**src/rtl/lab5_pkg.sv**
```systemverilog
// Shared opcodes, bus-mux selects, ALU function codes and FSM states for the Lab5 controller.
package lab5_pkg;

    localparam logic [2:0] OP_LDC = 3'd0;
    localparam logic [2:0] OP_ADD = 3'd1;
    localparam logic [2:0] OP_SUB = 3'd2;
    localparam logic [2:0] OP_INC = 3'd3;
    localparam logic [2:0] OP_DEC = 3'd4;
    localparam logic [2:0] OP_AND = 3'd5;
    localparam logic [2:0] OP_MUL = 3'd6;
    localparam logic [2:0] OP_MOV = 3'd7;

    localparam logic [2:0] BS_C0  = 3'd0;
    localparam logic [2:0] BS_C1  = 3'd1;
    localparam logic [2:0] BS_C2  = 3'd2;
    localparam logic [2:0] BS_C4  = 3'd3;
    localparam logic [2:0] BS_REG = 3'd4;
    localparam logic [2:0] BS_ALU = 3'd5;

    localparam logic [2:0] ALU_NOP = 3'd0;
    localparam logic [2:0] ALU_ADD = 3'd1;
    localparam logic [2:0] ALU_SUB = 3'd2;
    localparam logic [2:0] ALU_INC = 3'd3;
    localparam logic [2:0] ALU_DEC = 3'd4;
    localparam logic [2:0] ALU_AND = 3'd5;
    localparam logic [2:0] ALU_MUL = 3'd6;

    typedef enum logic [3:0] {
        StIdle = 4'd0,
        StRdA  = 4'd1,
        StMuxA = 4'd2,
        StLdA  = 4'd3,
        StRdB  = 4'd4,
        StMuxB = 4'd5,
        StLdB  = 4'd6,
        StExec = 4'd7,
        StMuxR = 4'd8,
        StMuxC = 4'd9,
        StWb   = 4'd10
    } state_e;

    // Opcode to datapath ALU function; LDC and MOV never drive the ALU.
    function automatic logic [2:0] op_to_alu(input logic [2:0] op);
        logic [2:0] alu;
        alu = ALU_NOP;
        case (op)
            OP_ADD:  alu = ALU_ADD;
            OP_SUB:  alu = ALU_SUB;
            OP_INC:  alu = ALU_INC;
            OP_DEC:  alu = ALU_DEC;
            OP_AND:  alu = ALU_AND;
            OP_MUL:  alu = ALU_MUL;
            default: alu = ALU_NOP;
        endcase
        return alu;
    endfunction

    // LDC constant select from rs1[1:0]: 0/1/2/4.
    function automatic logic [2:0] const_sel(input logic [1:0] sel);
        logic [2:0] bs;
        bs = BS_C0;
        case (sel)
            2'd0:    bs = BS_C0;
            2'd1:    bs = BS_C1;
            2'd2:    bs = BS_C2;
            default: bs = BS_C4;
        endcase
        return bs;
    endfunction

endpackage

```
**src/rtl/lab5_ctrl_decode.sv**
```systemverilog
// Combinational opcode decode into the three sequence-path flags used by the controller FSM.
module lab5_ctrl_decode
    import lab5_pkg::*;
(
    input  logic [2:0] i_op,
    output logic       o_is_const,
    output logic       o_is_move,
    output logic       o_needs_b
);

    always_comb begin
        o_is_const = 1'b0;
        o_is_move  = 1'b0;
        o_needs_b  = 1'b0;
        case (i_op)
            OP_LDC:  o_is_const = 1'b1;
            OP_MOV:  o_is_move  = 1'b1;
            OP_ADD,
            OP_SUB,
            OP_AND,
            OP_MUL:  o_needs_b  = 1'b1;
            default: o_needs_b  = 1'b0;
        endcase
    end

endmodule

```
**src/rtl/lab5_controller.sv**
```systemverilog
// Lab5 instruction sequencer: expands one handshaked instruction into registered datapath
// control steps. Optional retired-instruction counter enabled by LAB5_CTRL_PERF_EN.
module lab5_controller
    import lab5_pkg::*;
#(
    parameter int unsigned PERF_W = 16
) (
    input  logic              clock,
    input  logic              reset_n,
    input  logic              instr_valid,
    output logic              instr_ready,
    input  logic [2:0]        instr_op,
    input  logic [2:0]        instr_rd,
    input  logic [2:0]        instr_rs1,
    input  logic [2:0]        instr_rs2,
    output logic              done,
    output logic [2:0]        wA,
    output logic [2:0]        rA,
    output logic              rW,
    output logic [2:0]        BS,
    output logic              WrA,
    output logic              WrB,
    output logic [2:0]        ALUop,
    output logic [PERF_W-1:0] instr_count
);

    state_e     r_state;
    state_e     w_state_d;

    logic [2:0] r_op;
    logic [2:0] r_rd;
    logic [2:0] r_rs1;
    logic [2:0] r_rs2;

    logic       r_ready;
    logic       r_done;
    logic [2:0] r_wa;
    logic [2:0] r_ra;
    logic       r_rw;
    logic [2:0] r_bs;
    logic       r_wra;
    logic       r_wrb;
    logic [2:0] r_aluop;

    logic       w_ready_d;
    logic       w_done_d;
    logic [2:0] w_wa_d;
    logic [2:0] w_ra_d;
    logic       w_rw_d;
    logic [2:0] w_bs_d;
    logic       w_wra_d;
    logic       w_wrb_d;
    logic [2:0] w_aluop_d;

    logic       w_accept;
    logic [2:0] w_op;
    logic [2:0] w_rd;
    logic [2:0] w_rs1;
    logic [2:0] w_rs2;
    logic       w_is_const;
    logic       w_is_move;
    logic       w_needs_b;

    assign w_accept = instr_valid && r_ready;

    // Fields come straight from the inputs in the accept cycle so the first step can be registered.
    assign w_op  = w_accept ? instr_op  : r_op;
    assign w_rd  = w_accept ? instr_rd  : r_rd;
    assign w_rs1 = w_accept ? instr_rs1 : r_rs1;
    assign w_rs2 = w_accept ? instr_rs2 : r_rs2;

    lab5_ctrl_decode u_decode (
        .i_op       (w_op),
        .o_is_const (w_is_const),
        .o_is_move  (w_is_move),
        .o_needs_b  (w_needs_b)
    );

    always_ff @(posedge clock or negedge reset_n) begin
        if (!reset_n) begin
            r_op  <= OP_LDC;
            r_rd  <= 3'd0;
            r_rs1 <= 3'd0;
            r_rs2 <= 3'd0;
        end else if (w_accept) begin
            r_op  <= instr_op;
            r_rd  <= instr_rd;
            r_rs1 <= instr_rs1;
            r_rs2 <= instr_rs2;
        end
    end

    always_ff @(posedge clock or negedge reset_n) begin
        if (!reset_n) begin
            r_state <= StIdle;
        end else begin
            r_state <= w_state_d;
        end
    end

    always_comb begin
        w_state_d = StIdle;
        case (r_state)
            StIdle: begin
                if (w_accept) begin
                    w_state_d = w_is_const ? StMuxC : StRdA;
                end else begin
                    w_state_d = StIdle;
                end
            end
            StRdA:   w_state_d = StMuxA;
            StMuxA:  w_state_d = w_is_move ? StWb : StLdA;
            StLdA:   w_state_d = w_needs_b ? StRdB : StExec;
            StRdB:   w_state_d = StMuxB;
            StMuxB:  w_state_d = StLdB;
            StLdB:   w_state_d = StExec;
            StExec:  w_state_d = StMuxR;
            StMuxR:  w_state_d = StWb;
            StMuxC:  w_state_d = StWb;
            StWb:    w_state_d = StIdle;
            default: w_state_d = StIdle;
        endcase
    end

    // Next-cycle outputs are decoded from the next state, then registered below.
    always_comb begin
        w_ready_d = 1'b0;
        w_done_d  = 1'b0;
        w_wa_d    = 3'd0;
        w_ra_d    = 3'd0;
        w_rw_d    = 1'b1;
        w_bs_d    = BS_C0;
        w_wra_d   = 1'b1;
        w_wrb_d   = 1'b1;
        w_aluop_d = ALU_NOP;
        case (w_state_d)
            StIdle: begin
                w_ready_d = 1'b1;
                w_done_d  = (r_state == StWb);
            end
            StRdA: begin
                w_ra_d = w_rs1;
            end
            StMuxA: begin
                w_ra_d = w_rs1;
                w_bs_d = BS_REG;
            end
            StLdA: begin
                w_bs_d  = BS_REG;
                w_wra_d = 1'b0;
            end
            StRdB: begin
                w_ra_d = w_rs2;
            end
            StMuxB: begin
                w_ra_d = w_rs2;
                w_bs_d = BS_REG;
            end
            StLdB: begin
                w_bs_d  = BS_REG;
                w_wrb_d = 1'b0;
            end
            StExec: begin
                w_aluop_d = op_to_alu(w_op);
            end
            StMuxR: begin
                w_aluop_d = op_to_alu(w_op);
                w_bs_d    = BS_ALU;
            end
            StMuxC: begin
                w_bs_d = const_sel(w_rs1[1:0]);
            end
            StWb: begin
                // Bus source and ALU function stay put so the written value is stable.
                w_rw_d    = 1'b0;
                w_wa_d    = w_rd;
                w_bs_d    = r_bs;
                w_aluop_d = r_aluop;
            end
            default: begin
                w_ready_d = 1'b1;
            end
        endcase
    end

    always_ff @(posedge clock or negedge reset_n) begin
        if (!reset_n) begin
            r_ready <= 1'b1;
            r_done  <= 1'b0;
            r_wa    <= 3'd0;
            r_ra    <= 3'd0;
            r_rw    <= 1'b1;
            r_bs    <= BS_C0;
            r_wra   <= 1'b1;
            r_wrb   <= 1'b1;
            r_aluop <= ALU_NOP;
        end else begin
            r_ready <= w_ready_d;
            r_done  <= w_done_d;
            r_wa    <= w_wa_d;
            r_ra    <= w_ra_d;
            r_rw    <= w_rw_d;
            r_bs    <= w_bs_d;
            r_wra   <= w_wra_d;
            r_wrb   <= w_wrb_d;
            r_aluop <= w_aluop_d;
        end
    end

    assign instr_ready = r_ready;
    assign done        = r_done;
    assign wA          = r_wa;
    assign rA          = r_ra;
    assign rW          = r_rw;
    assign BS          = r_bs;
    assign WrA         = r_wra;
    assign WrB         = r_wrb;
    assign ALUop       = r_aluop;

`ifdef LAB5_CTRL_PERF_EN
    logic [PERF_W-1:0] r_count;

    always_ff @(posedge clock or negedge reset_n) begin
        if (!reset_n) begin
            r_count <= '0;
        end else if (r_done) begin
            r_count <= r_count + PERF_W'(1);
        end
    end

    assign instr_count = r_count;
`else
    assign instr_count = '0;
`endif

endmodule

```
**config.mk**
```make
export PLATFORM = sky130hd
export DESIGN_NAME = lab5_controller
export DESIGN_NICKNAME = d
export VERILOG_FILES = /design/src/rtl/lab5_pkg.sv /design/src/rtl/lab5_ctrl_decode.sv /design/src/rtl/lab5_controller.sv
export SDC_FILE = /design/constraint.sdc
export NUM_CORES = 1
export LEC_CHECK = 0
export CORE_UTILIZATION = 50
export DETAILED_ROUTE_END_ITERATION = 7
export GPL_TIMING_DRIVEN = 0
export PLACE_DENSITY = 0.84
export SYNTH_ARGS = -nofsm -noshare
export SYNTH_HDL_FRONTEND = slang
export SYNTH_SLANG_ARGS = --single-unit
```
**constraint.sdc**
```tcl
create_clock -name clock -period 5.7 [get_ports clock]
set_input_delay 1.14 -clock clock [delete_from_list [all_inputs] [get_ports clock]]
set_output_delay 1.14 -clock clock [all_outputs]
set_load 0.005 [all_outputs]
```
==> qor.csv, run 1 <==
metric;value;unit
yosys-top-cells-area;dfrtp_1 45%, buf_4 7.4%, dfstp_2 6.5%;
synth_adder_area_share;0;
synth_seq_cells;33;
end_kind;register;
place_congestion;0.874;
worstSetupStartpointType;primary input;
yosysTopAreaCell;dfrtp_1;
dp.cells;234;
tns;0;ns
synthFlopType;dfrtp_1;
post_cts_buffers;0;
die_y;58.8;microns
ys_seq_area_frac;0.515;
max_freq;0.349;GHz
p_per_area;515;nW/um^2
design_area;2120;sq um
seqPwrFrac;0.342;
grtUsageTotal;0.195;
route.vias.total;1192;
clkPwrFrac;0.166;
min_path_type;reg -> reg;
final_common_cell;clkdlybuf4s50_1;
synth_top_family_by_area;simple AND/OR/NAND/NOR gates;
sw_frac_of_total;0.368;
synth_edf_count;0;
insertion_delay;0.35;ns
place_hpwl;2.24;mm
drt-total-wl;2.97;mm
cts-htree-levels;2;
num_rows;20;
cts_hold_buf;0;
grt_pass1_wl;4.84;mm
grt_pass1_vias;1101;
drtIter0Drc;40;
ir_drop;0.313;mV
viasPerCell;4.93;
portBuffers;31;
chipWidth;58.8;microns
first_pass_iters;4;
avgSynthCellArea;11.2;sq um
critPathKind;in -> reg;
synth-compound-area-share;0.128;
detail-route-antenna-nets;0;
fin_nets;212;
grt_overflow;0;
wire_per_inst;12.3;microns
drive_above_1_share;0.247;
die_area;3460;sq um
io_pins;48;
diodes;0;
clockBufferDepth;2;
worstPathArrival;3.10;ns
synthesis.area;1610;sq um
combPwrFrac;0.492;
synth_mux_area_frac;0.0884;
timing.final.crit_share;0.502;
area_growth;31.1;%
final_max_slew_viol_count;0;
setup_viol;0;
stdcell_count;242;
dpl_cell_area;2040;sq um
cp_max_fo;9;
syn_inst;144;
cts_tree;done;
drc;0;
switchingPower;400;uW
synth_top_area_share;0.450;
root_buffer;clkbuf_4;
synthArstFlopShare;1.00;
antenna_found_initial;0;
ctsResizeCount;0;
grt_max_degree;34;
hold_violations;0;
clock_skew;0.0128;ns
synth_xor_area_frac;0.0163;
min_period;2.86;ns
synth_simple_gate_area_frac;0.133;
status;finished clean;
p_leak;0.00102;uW
worstMarginPinSlew;0.698;ns
internal_power;689;uW
clkSinkCount;33;
maxCapViolCount;0;
slew-limit-headroom;0.535;
ys_types;48;
start_util;0.529;
path_clk_slew;0.10;ns
ys_warn_count;0;
cts_buffers;5;
rsz0062_at_grt;no;
core;3050;sq um
cp_data_required_time;5.94;ns
layout_common_cells;30 x clkdlybuf4s50_1, 29 x dfrtp_1, 16 x buf_4, 16 x conb_1, 9 x inv_1;
## state kept, by name, summed over array words and instances (netlist names)
| register | count |
|---|---|
| ALUop | 3 |
| rW | 1 |
| WrB | 1 |
| instr_ready | 1 |
| BS | 3 |
| r_rs2 | 3 |
| r_rd | 3 |
| WrA | 1 |
| wA | 3 |
| done | 1 |
| rA | 3 |
| r_op | 3 |
| r_rs1 | 3 |
| r_state | 4 |
## metrics by stage
stage / total power [uW] / setup slack, ns / hold slack (ns) / util
2_1_floorplan: 742 / 3.28 / 0.451 / -
3_3_place_gp: 892 / 2.52 / 0.467 / 0.667
3_5_place_dp: 915 / 2.46 / 0.479 / 0.667
4_1_cts: 1100 / 2.84 / 0.502 / 0.695
5_1_grt: 1170 / 2.70 / 0.515 / 0.693
6_report: 1090 / 2.84 / 0.498 / 0.693
## worst max-delay path, cell delays in order
cell and delay [ns]:
clkdlybuf4s50_1 0.59, xnor2_1 0.14, mux2i_1 0.13, o21ba_2 0.26
a211oi_4 0.41, xor2_1 0.31, o31ai_1 0.12
## cell usage after synthesis (2+ instances only)
cell type  number
a22o_1          3
buf_2           4
and3_1          3
buf_4          16
nand2_1         8
inv_1           9
a31oi_1         2
nor2_1          5
dfstp_2         4
dfrtp_1        29
nor3_1          6
a21oi_1         3
mux2_2          7
o31ai_1         3
mux2i_1         5
xnor2_1         2
nand3_1         4
## per-layer routing
metal | GRT usage | share of wire | vias to the layer above
met2 | 0.307 | 0.49 | 44
met5 | 0 | 0 | -
met4 | 0.119 | 0.027 | 0
li1 | - | - | 577
met1 | 0.226 | 0.42 | 562
met3 | 0.0747 | 0.066 | 9
## cell families (layout without fill, tap and decap cells)
kind of cell,Yosys count,count (layout)
multiplexers,13,13
other,1,16
AND/OR/NAND/NOR,38,38
buffers and inverters,31,70
flip-flops,33,33
XOR/XNOR,3,3
AO/OA/AOI/OAI,25,25
## area by class of cell
type	instances	area (sq um)
inverter	10	37.5
multi-input combinational	95	651
fill	253	937
clock inverter	1	30.0
tap	44	55.1
sequential	33	831
clock buffer	7	55.1
buffer	21	151
timing repair buffer	31	305
## path summary, 6_finish.rpt
path                                  startpoint                   end  slack (ns)  cells past startpoint
setup / recovery                     instr_op[0]       rA[2]$_DFF_PN0_        2.84                      7
hold / removal              ALUop[2]$_DFFE_PN0P_  ALUop[2]$_DFFE_PN0P_        0.50                      1
setup reg to reg           instr_ready$_DFF_PN1_       rA[2]$_DFF_PN0_        3.65                      6
hold reg to reg             ALUop[2]$_DFFE_PN0P_  ALUop[2]$_DFFE_PN0P_        0.50                      1
max in group asynchronous                reset_n     r_op[1]$_DFF_PN0_        4.42                      1
min in group asynchronous                reset_n     BS[1]$_DFFE_PN0P_        0.83                      1
## power by group through the flow
stage                     clock, uW  sequential [uW]  combinational, uW
after global routing            194              384                596
after detailed placement          0              379                535
after CTS                       186              374                538
after global placement            0              374                518
after floorplan                   0              375                367
final                           181              373                535
(Power assumes the default switching activity.)
==> run 2, diff against run 1 <==
Settings changed: CORE_UTILIZATION 50 to 46, PLACE_DENSITY 0.84 to 0.78.
Clock period 5.7 ns to 2.7 ns, I/O delays scaled along.
==> qor.csv, run 2 (synthesis results as in run 1) <==
metric;value;unit;change
pre_cts_slack;0.127;ns;was 2.46 ns
layout_common_cells;30 x clkdlybuf4s50_1, 29 x dfrtp_1, 16 x buf_4, 16 x conb_1, 9 x inv_1;;unchanged
chipWidth;61.2;microns;was 58.8 microns
grt_max_degree;34;;unchanged
setup_ws;0.461;ns;was 2.84 ns
rsz0062_at_grt;no;;unchanged
root_buffer;clkbuf_4;;unchanged
cp_max_fo;9;;unchanged
detail-route-antenna-nets;0;;unchanged
route.vias.total;1199;;was 1192
final_common_cell;clkdlybuf4s50_1;;unchanged
stdcell_count;244;;was 242
drc;0;;unchanged
timing.final.crit_share;0.829;;
setup_viol;0;;unchanged
status;finished clean;;unchanged
worstPathArrival;2.46;ns;was 3.10 ns
core;3340;sq um;was 3050 sq um
die_y;61.2;microns;was 58.8 microns
tns;0;ns;unchanged
die_area;3750;sq um;was 3460 sq um
num_rows;21;;was 20
critPathBufInv;1;;unchanged
diodes;0;;unchanged
path_clk_slew;0.10;ns;about the same
cts_buffers;5;;unchanged
worstMarginPinSlew;0.696;ns;was 0.698 ns
ir_drop;0.503;mV;was 0.313 mV
final_util;0.624;;was 0.693
clkSinkCount;33;;unchanged
fill_cells;268;;was 253
place_congestion;0.895;;was 0.874
portBuffers;31;;unchanged
max_freq;0.447;GHz;
cts-htree-levels;2;;unchanged
regMostFlops;r_state;;unchanged
start_util;0.484;;was 0.529
min_path_type;in -> async;;was reg -> reg
end_kind;register;;unchanged
area_growth;29.1;%;was 31.1%
cts_tree;done;;unchanged
cts_hold_buf;0;;unchanged
largest_reg_flops;4;;unchanged
drt-total-wl;3.05;mm;was 2.97 mm
hold_violations;0;;unchanged
maxCapViolCount;0;;unchanged
cp_slowest_stage_delay;0.56;ns;was 0.59 ns
insertion_delay;0.33;ns;was 0.35 ns
critPathSlowestCell;clkdlybuf4s50_1;;unchanged
drive_above_1_share;0.242;;was 0.247
worstSetupStartpointType;primary input;;unchanged
worstPathCellList;clkdlybuf4s50_1 > nand2_4 > mux2i_1 > o21ba_2 > a211oi_4 > xor2_1 > o31ai_1;;was clkdlybuf4s50_1 > xnor2_1 > mux2i_1 > o21ba_2 > a211oi_4 > xor2_1 > o31ai_1
grt_overflow;0;;unchanged
viasPerCell;4.91;;was 4.93
wire_per_inst;12.5;microns;was 12.3 microns
p_leak;0.00101;uW;was 0.00102 uW
p_per_area;1040;nW/um^2;was 515 nW/um^2
clock_skew;0.0182;ns;was 0.0128 ns
post_cts_buffers;0;;unchanged
grt_pass1_vias;1113;;was 1101
dp.cells;236;;was 234
ctsResizeCount;0;;unchanged
fin_nets;212;;unchanged
grt_pass1_wl;4.83;mm;was 4.84 mm
antenna_found_initial;0;;unchanged
clockBufferDepth;2;;unchanged
final_max_slew_viol_count;0;;unchanged
place_hpwl;2.29;mm;was 2.24 mm
critPathKind;in -> reg;;unchanged
drtIter0Drc;38;;was 40
io_pins;48;;unchanged
slew-limit-headroom;0.536;;was 0.535
cp_top_family;compound AO/OA/AOI/OAI gates;;unchanged
cp_data_required_time;2.92;ns;was 5.94 ns
first_pass_iters;4;;unchanged
min_period;2.24;ns;
grtUsageTotal;0.180;;was 0.195
==> run 2: final timing paths <==
kind | cells past startpoint | slack [ns] | from | to
worst max-delay path | 7 | 0.46 | instr_valid | rA[2]$_DFF_PN0_
worst min-delay path | 1 | 0.24 | reset_n | r_rs2[0]$_DFF_PN0_
worst max register to register | 6 | 0.68 | instr_ready$_DFF_PN1_ | rA[2]$_DFF_PN0_
worst min register to register | 1 | 0.50 | r_rd[2]$_DFF_PN0_ | r_rd[2]$_DFF_PN0_
max in group asynchronous | 1 | 1.99 | reset_n | r_op[1]$_DFF_PN0_
min in group clock | 1 | 0.50 | r_rd[2]$_DFF_PN0_ | r_rd[2]$_DFF_PN0_
==> run 2: per-stage QoR <==
stage               hold slack, ns  total power (uW)  instance area (sq um)
finish                       0.242              2170                   2080
global placement             0.467              1880                   2040
global route                 0.283              2350                   2080
CTS                          0.506              2180                   2090
detailed placement           0.484              1930                   2040
floorplan                    0.244              1570                   1670
==> run 2: layout make-up <==
type | count | area [sq um] | share of cell area
plain buffers | 21 | 151 | 0.0727
well taps | 46 | 57.6 | 0.0276
repair buffers | 31 | 305 | 0.147
multi-input cells | 95 | 651 | 0.312
clock inverters | 1 | 5.00 | 0.00240
inverters | 10 | 37.5 | 0.0180
clock buffers | 7 | 45.0 | 0.0216
flip-flops and latches | 33 | 831 | 0.399
==> run 2: report_power, final <==
| part | switching (uW) | internal (uW) |
|---|---|---|
| logic | 600 | 528 |
| clock network | 152 | 101 |
| registers | 85.4 | 705 |
| total | 838 | 1330 |
==> run 2: per-layer routing <==
metal  up-vias  GRT usage  wire length [microns]  part of all wire
li1        574          -                      -                 -
met1       589      0.210                   1260              0.41
met2        32      0.301                   1600              0.52
met3         4     0.0588                    134             0.044
met4         0     0.0844                     53             0.017
met5         -          0                      0                 0
==> run 3, diff against run 2 <==
Clock period 2.7 ns to 2.15 ns, I/O delays scaled along.
==> qor.csv, run 3 (synthesis results as in run 1) <==
metric;value;unit;change
worstSetupStartpointType;primary input;;unchanged
switchingPower;1110;uW;was 838 uW
clock_skew;0.0182;ns;about the same
hold_violations;0;;unchanged
pre_cts_slack;-0.313;ns;was 0.127 ns
setup_ws;0.0660;ns;was 0.461 ns
grt_max_degree;34;;unchanged
setup_viol;0;;unchanged
stdcell_count;246;;was 244
min_period;2.08;ns;
cts_tree;done;;unchanged
cp_data_required_time;2.41;ns;was 2.92 ns
drtIter0Drc;28;;was 38
total_power;2880;uW;was 2170 uW
route.vias.total;1206;;was 1199
wire_per_inst;12.6;microns;was 12.5 microns
use_met1;0.210;;unchanged
drc;0;;unchanged
layout_common_cells;29 x dfrtp_1, 29 x clkdlybuf4s50_1, 17 x buf_4;;was 30 x clkdlybuf4s50_1, 29 x dfrtp_1, 16 x buf_4, 16 x conb_1, 9 x inv_1
fin_nets;214;;was 212
rsz0062_at_grt;no;;unchanged
fill_cells;268;;unchanged
clockBufferDepth;2;;unchanged
diodes;0;;unchanged
p_leak;0.00102;uW;was 0.00101 uW
end_kind;register;;unchanged
cts-htree-levels;2;;unchanged
detail-route-antenna-nets;0;;unchanged
design_area;2140;sq um;was 2080 sq um
die_area;3750;sq um;unchanged
dpl_cell_area;2040;sq um;unchanged
maxCapViolCount;0;;unchanged
status;finished clean;;unchanged
combPwrFrac;0.544;;was 0.520
max_freq;0.480;GHz;
insertion_delay;0.33;ns;about the same
grtUsageTotal;0.180;;unchanged
hold-worst-slack;0.133;ns;was 0.242 ns
worstPathArrival;2.35;ns;was 2.46 ns
start_util;0.484;;unchanged
place_hpwl;2.29;mm;unchanged
p_per_area;1350;nW/um^2;was 1040 nW/um^2
regMostFlops;r_state;;unchanged
portBuffers;31;;unchanged
seqPwrFrac;0.345;;was 0.364
slew-limit-headroom;0.534;;was 0.536
cts_buffers;5;;unchanged
drive_above_1_share;0.265;;was 0.242
root_buffer;clkbuf_4;;unchanged
clkPwrFrac;0.111;;was 0.116
met2_usage;0.301;;unchanged
area_growth;32.4;%;was 29.1%
drt-total-wl;3.10;mm;was 3.05 mm
largest_reg_flops;4;;unchanged
viasPerCell;4.90;;was 4.91
internal_power;1760;uW;was 1330 uW
core;3340;sq um;unchanged
clkSinkCount;33;;unchanged
ir_drop;0.698;mV;was 0.503 mV
busiest_layer;met2;;unchanged
place_congestion;0.895;;unchanged
dp.cells;236;;unchanged
min_path_type;in -> async;;unchanged
first_pass_iters;4;;unchanged
grt_pass1_vias;1113;;unchanged
grt_pass1_wl;4.83;mm;unchanged
path_clk_slew;0.10;ns;about the same
critPathKind;in -> reg;;unchanged
grt_overflow;0;;unchanged
sw_frac_of_total;0.387;;was 0.386
io_pins;48;;unchanged
chipWidth;61.2;microns;unchanged
timing.final.crit_share;0.969;;
antenna_found_initial;0;;unchanged
final_max_slew_viol_count;0;;unchanged
num_rows;21;;unchanged
globalRouteMet3Util;0.0588;;unchanged
die_y;61.2;microns;unchanged
cp_max_fo;6;;was 9
worstMarginPinSlew;0.699;ns;was 0.696 ns
-- run 3: cell types whose count changed in the layout (fill, tap and decap cells not counted), sizes merged --
cell / previous run / this run
a211oi: 1 / 2
dlymetal6s2s: 0 / 1
clkdlybuf4s50: 30 / 29
buf: 22 / 23
-- run 3: power by group through the flow --
stage	sequential, uW	clock, uW	combinational [uW]
after floorplan	994	0	972
after global placement	994	0	1370
after detailed placement	1010	0	1410
after CTS	995	326	1420
after global routing	1020	358	1720
final	994	318	1570
-- run 3: stage by stage --
stage | utilization | setup TNS (ns)
after floorplan | - | 0
after global placement | 0.611 | -2.75
after detailed placement | 0.611 | -3.24
after CTS | 0.626 | 0
after global routing | 0.640 | 0
final | 0.640 | 0
-- run 3: path summary, 6_finish.rpt --
| path | start | depth (start not counted) | endpoint | slack, ns |
|---|---|---|---|---|
| worst max-delay path | instr_valid | 7 | BS[1]$_DFFE_PN0P_ | 0.07 |
| worst min-delay path | reset_n | 1 | r_rs2[0]$_DFF_PN0_ | 0.13 |
| worst max register to register | r_state[1]$_DFF_PN0_ | 6 | ALUop[0]$_DFFE_PN0P_ | 0.13 |
| worst min register to register | r_rd[2]$_DFF_PN0_ | 1 | r_rd[2]$_DFF_PN0_ | 0.50 |
| max in group asynchronous | reset_n | 1 | r_op[1]$_DFF_PN0_ | 1.55 |
| min in group clock | r_rd[2]$_DFF_PN0_ | 1 | r_rd[2]$_DFF_PN0_ | 0.50 |
-- run 3: area by class of cell --
class | count | area (sq um) | area share
plain buffers | 21 | 151 | 0.0708
clock buffers | 7 | 45.0 | 0.0211
clock inverters | 1 | 5.00 | 0.00234
inverters | 10 | 37.5 | 0.0176
multi-input cells | 96 | 694 | 0.325
flip-flops and latches | 33 | 831 | 0.389
well taps | 46 | 57.6 | 0.0269
repair buffers | 32 | 315 | 0.148
-- run 3: worst max-delay path, stage by stage --
cell and delay [ns]:
clkdlybuf4s50_1 0.49, and4_1 0.26, a31oi_2 0.23, o21ai_1 0.13
nor2b_4 0.17, or4_1 0.48, a21boi_1 0.15
-- run 3: timing repair --
action | in CTS | in global routing
hold buffers | 0 | 0
endpoints found under the hold margin | 0 | 0
resized for setup | 0 | 6
setup endpoints to repair | 0 | 8
setup buffers | 0 | 1
-- run 3: layer usage --
layer  vias up  share of wire
li1        580              -
met1       585           0.42
met2        35           0.51
met3         6          0.043
met4         0          0.021
met5         -              0
